--- src/rtl/alu_sequencer.sv ---
// alu_sequencer: command-level front end for the serial-bus 8-bit ALU
//   clk, reset         : clock, asynchronous active-high reset
//   cmd_valid/ready    : one whole operation per handshake (cmd_op, cmd_a, cmd_b)
//   rsp_valid/ready    : packed 16-bit result (rsp_data) and error code (rsp_err)
//   alu_reset, alu_begin, alu_op_code, alu_inbus : drive side of the ALU byte protocol
//   alu_outbus, alu_end                          : result side of the ALU byte protocol
module alu_sequencer #(
  parameter int TIMEOUT_CYCLES = 256,
  parameter int CNT_W = 9
) (
  input  logic        clk,
  input  logic        reset,
  input  logic        cmd_valid,
  output logic        cmd_ready,
  input  logic [1:0]  cmd_op,
  input  logic [15:0] cmd_a,
  input  logic [7:0]  cmd_b,
  output logic        rsp_valid,
  input  logic        rsp_ready,
  output logic [15:0] rsp_data,
  output logic [1:0]  rsp_err,
  output logic        alu_reset,
  output logic        alu_begin,
  output logic [1:0]  alu_op_code,
  output logic [7:0]  alu_inbus,
  input  logic [7:0]  alu_outbus,
  input  logic        alu_end
);
  localparam logic [2:0] IDLE    = 3'd0;
  localparam logic [2:0] CLR     = 3'd1;
  localparam logic [2:0] LOAD    = 3'd2;
  localparam logic [2:0] WAIT    = 3'd3;
  localparam logic [2:0] COLLECT = 3'd4;
  localparam logic [2:0] RESP    = 3'd5;
  localparam logic [1:0] OP_DIV  = 2'b11;
  localparam logic [1:0] ERR_OK  = 2'b00;
  localparam logic [1:0] ERR_DZ  = 2'b01;
  localparam logic [1:0] ERR_TO  = 2'b10;
  logic [2:0]       state_q, state_d;
  logic [1:0]       op_q, op_d;
  logic [15:0]      a_q, a_d;
  logic [7:0]       b_q, b_d;
  logic [1:0]       k_q, k_d;
  logic [CNT_W-1:0] cnt_q, cnt_d;
  logic [7:0]       r0_q, r0_d;
  logic [15:0]      rsp_data_d;
  logic [1:0]       rsp_err_d;
  logic             is_div, last_k, timeout;
  logic [7:0]       byte_k;
  assign is_div  = op_q == OP_DIV;
  assign last_k  = k_q == (is_div ? 2'd2 : 2'd1);
  assign timeout = cnt_q == CNT_W'(TIMEOUT_CYCLES - 1);
  // Operand byte for the index that will be on inbus next cycle.
  assign byte_k  = is_div ? (k_d == 2'd0 ? a_q[15:8] : k_d == 2'd1 ? a_q[7:0] : b_q)
                          : (k_d == 2'd0 ? a_q[7:0] : b_q);
  // Combinational so the ALU is cleared as soon as reset is asserted.
  assign alu_reset = reset | (state_q == CLR);
  always_comb begin
    state_d    = state_q;
    op_d       = op_q;
    a_d        = a_q;
    b_d        = b_q;
    k_d        = k_q;
    cnt_d      = cnt_q;
    r0_d       = r0_q;
    rsp_data_d = rsp_data;
    rsp_err_d  = rsp_err;
    case (state_q)
      IDLE: if (cmd_valid && cmd_ready) begin
        op_d = cmd_op;
        a_d  = cmd_a;
        b_d  = cmd_b;
        if (cmd_op == OP_DIV && cmd_b == 8'h00) begin
          state_d    = RESP;
          rsp_data_d = '0;
          rsp_err_d  = ERR_DZ;
        end else begin
          state_d = CLR;
        end
      end
      CLR: begin
        state_d = LOAD;
        k_d     = 2'd0;
      end
      LOAD: begin
        k_d = k_q + 2'd1;
        if (last_k) begin
          state_d = WAIT;
          cnt_d   = '0;
        end
      end
      WAIT: begin
        cnt_d = cnt_q + 1'b1;
        // END has priority over the watchdog when both land in the same cycle.
        if (alu_end) begin
          r0_d       = alu_outbus;
          state_d    = op_q[1] ? COLLECT : RESP;
          rsp_data_d = {8'h00, alu_outbus};
          rsp_err_d  = ERR_OK;
        end else if (timeout) begin
          state_d    = RESP;
          rsp_data_d = '0;
          rsp_err_d  = ERR_TO;
        end
      end
      COLLECT: begin
        state_d    = RESP;
        rsp_data_d = {r0_q, alu_outbus};
        rsp_err_d  = ERR_OK;
      end
      RESP: if (rsp_ready) state_d = IDLE;
      default: state_d = IDLE;
    endcase
  end
  // Interface outputs are registered from the next state so they line up with it.
  always_ff @(posedge clk or posedge reset) begin
    if (reset) begin
      state_q     <= IDLE;
      op_q        <= '0;
      a_q         <= '0;
      b_q         <= '0;
      k_q         <= '0;
      cnt_q       <= '0;
      r0_q        <= '0;
      cmd_ready   <= 1'b1;
      rsp_valid   <= 1'b0;
      rsp_data    <= '0;
      rsp_err     <= '0;
      alu_begin   <= 1'b0;
      alu_op_code <= '0;
      alu_inbus   <= '0;
    end else begin
      state_q     <= state_d;
      op_q        <= op_d;
      a_q         <= a_d;
      b_q         <= b_d;
      k_q         <= k_d;
      cnt_q       <= cnt_d;
      r0_q        <= r0_d;
      cmd_ready   <= state_d == IDLE;
      rsp_valid   <= state_d == RESP;
      rsp_data    <= rsp_data_d;
      rsp_err     <= rsp_err_d;
      alu_begin   <= state_d == LOAD && k_d == 2'd0;
      alu_op_code <= state_d == LOAD ? op_q : alu_op_code;
      alu_inbus   <= state_d == LOAD ? byte_k : alu_inbus;
    end
  end
endmodule
--- config.mk ---
export PLATFORM = sky130hd
export DESIGN_NAME = alu_sequencer
export DESIGN_NICKNAME = d
export VERILOG_FILES = /design/src/rtl/alu_sequencer.sv
export SDC_FILE = /design/constraint.sdc
export NUM_CORES = 1
export LEC_CHECK = 0
export ABC_AREA = 1
export BUFFER_PORTS_ARGS = -buffer_cell sky130_fd_sc_hd__buf_2
export CAP_MARGIN = 20
export CORE_ASPECT_RATIO = 0.5
export CORE_MARGIN = 2
export CORE_UTILIZATION = 55
export CTS_CLUSTER_DIAMETER = 50
export CTS_CLUSTER_SIZE = 12
export DETAILED_ROUTE_END_ITERATION = 12
export MAX_ROUTING_LAYER = met4
export PLACE_DENSITY = 0.91
export SLEW_MARGIN = 20
export SYNTH_ARGS = -nofsm -noshare
export SYNTH_HDL_FRONTEND = slang
export SYNTH_SLANG_ARGS = --single-unit
export TNS_END_PERCENT = 50
--- constraint.sdc ---
create_clock -name clk -period 2.8 [get_ports clk]
set_input_delay 0.28 -clock clk [delete_from_list [all_inputs] [get_ports clk]]
set_output_delay 0.28 -clock clk [all_outputs]
set_load 0.1 [all_outputs]
==> results of run 1 <==
==> stage by stage <==
step | setup slack, ns | area [µm²] | utilization [%]
6_report | 0.360 | 4310 | 69.4
5_1_grt | 0.0631 | 4310 | 69.4
4_1_cts | 0.399 | 4310 | 69.4
3_5_place_dp | 0.457 | 4050 | 65.2
3_3_place_gp | 0.560 | 4050 | 65.2
2_1_floorplan | 0.0306 | 3620 | -
==> critical path, stage by stage, from the launching register on <==
cell     delay (ns)
dfrtp_1        0.40
ha_1           0.23
nand3_1        0.12
nor2_1         0.05
nand2_1        0.09
nor3b_1        0.07
ha_1           0.18
nor2_1         0.16
inv_1          0.08
nor2_1         0.10
nor2_1         0.07
nor2_2         0.42
inv_2          0.19
nand2_1        0.11
nand2_1        0.05
==> metal layers <==
layer / GRT usage, % / part of all wire (%) / vias to the layer above
met1: 31.0 / 42 / 1511
met2: 41.2 / 49 / 120
li1: - / - / 1589
met5: - / 0 / -
met4: 12.1 / 2.2 / 0
met3: 6.76 / 6.9 / 23
==> kinds of logic after synthesis <==
family          Yosys count  share of synthesized area (%)
simple gates            291                           33.6
flops                    79                           54.8
buf+inv                  48                           5.44
compound gates           32                           4.75
xor+xnor                  3                          0.728
fa+ha+maj                 2                          0.693
==> Yosys cell counts, types with 2 or more instances <==
cell      instances
inv_1            31
nand2_1         204
ha_1              2
nor3_2            2
nor2_1           18
nor2_4            2
inv_2             4
a21oi_1          16
buf_4             3
clkbuf_1          5
o22ai_1           3
nand3_1          53
xor2_1            2
o21ai_0          11
nand2_2           4
nor3_1            3
nor4_1            2
buf_2             4
dfrtp_1          78
==> layout by cell type (no fill, tap or decap), types with 3 or more instances in the layout <==
| cell | instances |
|---|---|
| dfrtp_1 | 78 |
| nand2_2 | 4 |
| nor2_1 | 18 |
| nor3_1 | 3 |
| buf_4 | 5 |
| nand2_1 | 204 |
| clkbuf_16 | 9 |
| inv_2 | 4 |
| inv_1 | 30 |
| o21ai_0 | 11 |
| nand3_1 | 53 |
| o22ai_1 | 3 |
| clkbuf_1 | 4 |
| a21oi_1 | 16 |
| buf_2 | 70 |
==> sequential cells by signal, indices dropped and copies added (netlist names), 2 cells and up <==
signal / flops
k_q: 2
alu_inbus: 8
op_q: 2
alu_op_code: 2
b_q: 8
rsp_data: 16
rsp_err: 2
r0_q: 8
state_q: 3
a_q: 16
cnt_q: 9
==> layout make-up <==
cell class | count | share of cell area [%]
clock inverters | 1 | 0.116
multi-input cells | 328 | 33.4
flip-flops and latches | 79 | 45.9
well taps | 88 | 2.56
clock buffers | 14 | 5.90
inverters | 35 | 3.14
repair buffers | 75 | 9.00
==> how the worst max path moves through the flow <==
stage / startpoint / to / slack, ns / cells past startpoint
global placement: cnt_q[0]$_DFFE_PP0P_ / alu_inbus[4]$_DFFE_PP0N_ / 0.56 / 14
detailed placement: cnt_q[0]$_DFFE_PP0P_ / alu_inbus[4]$_DFFE_PP0N_ / 0.46 / 14
global route: cnt_q[0]$_DFFE_PP0P_ / alu_op_code[0]$_DFFE_PP0N_ / 0.06 / 14
CTS: cnt_q[0]$_DFFE_PP0P_ / alu_inbus[4]$_DFFE_PP0N_ / 0.40 / 14
floorplan: reset / alu_reset / 0.03 / 2
finish: cnt_q[0]$_DFFE_PP0P_ / alu_inbus[6]$_DFFE_PP0N_ / 0.36 / 14
==> impl_metrics.json, run 1 <==
{
  "numPortBuffers": 70,
  "finClkSkew_ns": 0.00454,
  "synth_flop_cell": "dfrtp_1",
  "yosysTopAreaCell": "dfrtp_1",
  "multiInputGateArea_um2": 1440,
  "stdcell_count": 620,
  "routed_wl_um": 8180,
  "cts_resized": 0,
  "maxSlewHeadroom_pct": 36.2,
  "crit_type": "reg -> reg",
  "fillCellCount": 503,
  "tritoncts": "done",
  "drt_iter0_drc": 283,
  "synthArstFlopShare_pct": 100,
  "cts.sinks": 79,
  "die_y_um": 61.3,
  "fp.dieW_um": 119,
  "setup_tns_ns": 0,
  "antenna_left": 0,
  "startpoint_type": "register",
  "place_inst": 605,
  "first_pass_iters": 5,
  "netlist_area_um2": 3610,
  "rrSetupSlack_ns": 0.36,
  "cts_buffers": 9,
  "whs_ns": 0.138,
  "r2r_start": "cnt_q[0]$_DFFE_PP0P_",
  "timing.final.max_slew_violations": 0,
  "area_growth_pct": 19.3,
  "period_needed_ns": 2.44,
  "postCtsSetupBuffers": 0,
  "syn_inst": 455,
  "clockBufferDepth": 2,
  "whs_path_depth": 3,
  "layout-drive-gt1-share_pct": 19.2,
  "die_area_um2": 7270,
  "grt_pass1_wl_um": 13700,
  "min_to": "a_q[11]$_DFFE_PP0P_",
  "wl_per_cell_um": 13.2,
  "fin_nets": 569,
  "outcome": "complete, no violations",
  "hold_violations": 0,
  "ios": 71,
  "grt_pass1_vias": 3012,
  "holdCritPathClass": "in -> reg",
  "antenna_found_initial": 0,
  "fin_crit_sh_pct": 87.2,
  "clk_latency_ns": 0.34,
  "netlist_top_cells_area": "dfrtp_1 54%, nand2_1 21%, nand3_1 7.3%",
  "ys_seq_area_share_pct": 54.8,
  "clockRootBuffer": "clkbuf_16",
  "vias_per_cell": 5.23,
  "n_antenna_cell": 0,
  "rsz0062_at_grt": "false",
  "drc_errors": 0,
  "yosys.area.top_type_share_pct": 54.0,
  "start_util_pct": 58.2,
  "tightest_slew_ns": 0.957,
  "grt_remaining_overflow": 0,
  "crit_arrival_ns": 2.67,
  "finalWeightedCongestion": 0.853,
  "htreeDepth": 3,
  "dpl.hpwl_um": 5600,
  "critPathMaxFanout": 11,
  "clock.fmax_ghz": 0.410,
  "grt_max_degree": 80,
  "yosysWarnings": 0,
  "synth_edf_count": 0,
  "syn_area_per_cell_um2": 7.94,
  "regArea_um2": 1980,
  "r2r_end": "alu_inbus[6]$_DFFE_PP0N_",
  "drv_cap": 0,
  "grtUsageTotal_pct": 25.5,
  "ys_ff_latch": 79,
  "cts.reportedPaths.clkPinSlew_ns": 0.06,
  "core_area_um2": 6210,
  "setup_violations": 0,
  "critPathCaptureType": "register",
  "min_from": "cmd_a[11]",
  "rr_worst_depth": 14,
  "vias": 3243,
  "synth.distinct_cells": 27,
  "ctsHoldBuffers": 0,
  "synth_nets": 496,
  "row_count": 20,
  "cp.required_ns": 3.03
}
Power of run 1 is not shown: default switching activity piles up to over one toggle a cycle in this logic, so the estimate is an artifact.
==> run 2: changes to the inputs <==
Settings changed: RECOVER_POWER set to 50.
==> impl_metrics.json, run 2 (same netlist as run 1, synthesis figures left out) <==
{
  "r2r_end": "alu_inbus[6]$_DFFE_PP0N_",
  "maxSlewHeadroom_pct": -26.9,
  "fin_crit_sh_pct": 87.5,
  "crit_arrival_ns": 2.68,
  "outcome": "finished, violations left",
  "vias": 3239,
  "min_from": "cmd_a[13]",
  "whs_ns": 0.138,
  "numPortBuffers": 70,
  "grt_pass1_wl_um": 13700,
  "fin_ws_ns": 0.350,
  "drv_cap": 1,
  "startpoint_type": "register",
  "min_to": "a_q[13]$_DFFE_PP0P_",
  "slowest_stage": "nor2_2",
  "grt_remaining_overflow": 0,
  "tritoncts": "done",
  "dpl.hpwl_um": 5600,
  "clk_latency_ns": 0.34,
  "cts_resized": 0,
  "n_antenna_cell": 0,
  "rrSetupSlack_ns": 0.35,
  "timing.final.max_slew_violations": 80,
  "die_area_um2": 7270,
  "area_growth_pct": 18.5,
  "ctsHoldBuffers": 0,
  "top_regs": "a_q x16, rsp_data x16, cnt_q x9",
  "antenna_found_initial": 0,
  "setup.worst_path.start": "cnt_q[0]$_DFFE_PP0P_",
  "r2r_start": "cnt_q[0]$_DFFE_PP0P_",
  "crit_top_cell": "nor2_1",
  "critPathMaxFanout": 11,
  "vias_per_cell": 5.22,
  "clockRootBuffer": "clkbuf_16",
  "clock.fmax_ghz": 0.408,
  "cts.sinks": 79,
  "crit_type": "reg -> reg",
  "start_util_pct": 58.2,
  "row_count": 20,
  "setup_violations": 0,
  "clockBufferDepth": 2,
  "finClkSkew_ns": 0.00496,
  "path_buf_inv": 2,
  "setup_tns_ns": 0,
  "antenna_left": 0,
  "tightest_slew_ns": 1.90,
  "holdCritPathClass": "in -> reg",
  "routed_wl_um": 8250,
  "rr_worst_depth": 14,
  "drt_iter0_drc": 290,
  "cts_buffers": 9,
  "finalCoreUtilization_pct": 69.0,
  "cpLargestDelayFamily": "simple AND/OR/NAND/NOR gates",
  "period_needed_ns": 2.45,
  "rsz0062_at_grt": "false",
  "final_common_cell": "nand2_1",
  "violations": "capacitance limit, slew limit",
  "postCtsSetupBuffers": 0,
  "grtUsageTotal_pct": 25.5,
  "first_pass_iters": 6,
  "grt_max_degree": 80,
  "hold_violations": 0,
  "layout-drive-gt1-share_pct": 16.4,
  "path_cells": "ha_1 > nand3_1 > nor2_1 > nand2_1 > nor3b_1 > ha_1 > nor2_1 > inv_1 > nor2_1 > nor2_1 > nor2_2 > inv_2 > nand2_1 > nand2_1",
  "wl_per_cell_um": 13.3,
  "die_y_um": 61.3,
  "whs_path_depth": 3,
  "cp.required_ns": 3.03,
  "cpPeakStageDelay_ns": 0.42,
  "ios": 71,
  "htreeDepth": 3,
  "critPathCaptureType": "register",
  "core_area_um2": 6210,
  "cts.reportedPaths.clkPinSlew_ns": 0.06,
  "final_cell_mix": "204 x nand2_1, 78 x dfrtp_1, 58 x buf_2, 53 x nand3_1, 31 x inv_1",
  "pre_cts_ws_ns": 0.457,
  "fp.dieW_um": 119,
  "finalWeightedCongestion": 0.853,
  "drc_errors": 0,
  "fin_nets": 569,
  "grt_pass1_vias": 3012
}
[run 2: changes by cell type in the layout (fill, tap and decap cells not counted), sizes merged]
cell / previous run / this run
buf: 75 / 61
clkbuf: 14 / 28
[run 2: through the flow]
stage | cell area (µm²) | std cells
6_report | 4280 | 620
3_5_place_dp | 4050 | 605
4_1_cts | 4310 | 620
5_1_grt | 4280 | 620
3_3_place_gp | 4050 | 605
2_1_floorplan | 3620 | 455
[run 2: per-layer routing]
metal / vias to the layer above / routed length [µm] / GRT usage, %
li1: 1585 / - / -
met1: 1510 / 3530 / 31.0
met2: 125 / 4000 / 41.2
met3: 19 / 543 / 6.76
met4: 0 / 176 / 12.1
met5: - / 0 / -
[run 2: worst max path at each step]
stage,depth (start not counted),to
2_1_floorplan,2,alu_reset
3_3_place_gp,14,alu_inbus[4]$_DFFE_PP0N_
3_5_place_dp,14,alu_inbus[4]$_DFFE_PP0N_
4_1_cts,14,alu_inbus[4]$_DFFE_PP0N_
5_1_grt,14,alu_op_code[0]$_DFFE_PP0N_
6_report,14,alu_inbus[6]$_DFFE_PP0N_
[run 2: worst reg2reg max path, stage by stage (launching register included)]
cell and delay (ns):
dfrtp_1 0.40, ha_1 0.23, nand3_1 0.12, nor2_1 0.05, nand2_1 0.09, nor3b_1 0.07, ha_1 0.18, nor2_1 0.16
inv_1 0.08, nor2_1 0.10, nor2_1 0.08, nor2_2 0.42, inv_2 0.20, nand2_1 0.11, nand2_1 0.05
[run 2: layout make-up]
cell class | count | area, µm²
Multi-Input combinational cell | 328 | 1430
Timing Repair Buffer | 75 | 367
Fill cell | 507 | 1930
Sequential cell | 79 | 1980
Tap cell | 88 | 110
Inverter | 35 | 133
Clock inverter | 1 | 5.00
Clock buffer | 14 | 254
Power of run 2 is left out for the same reason.
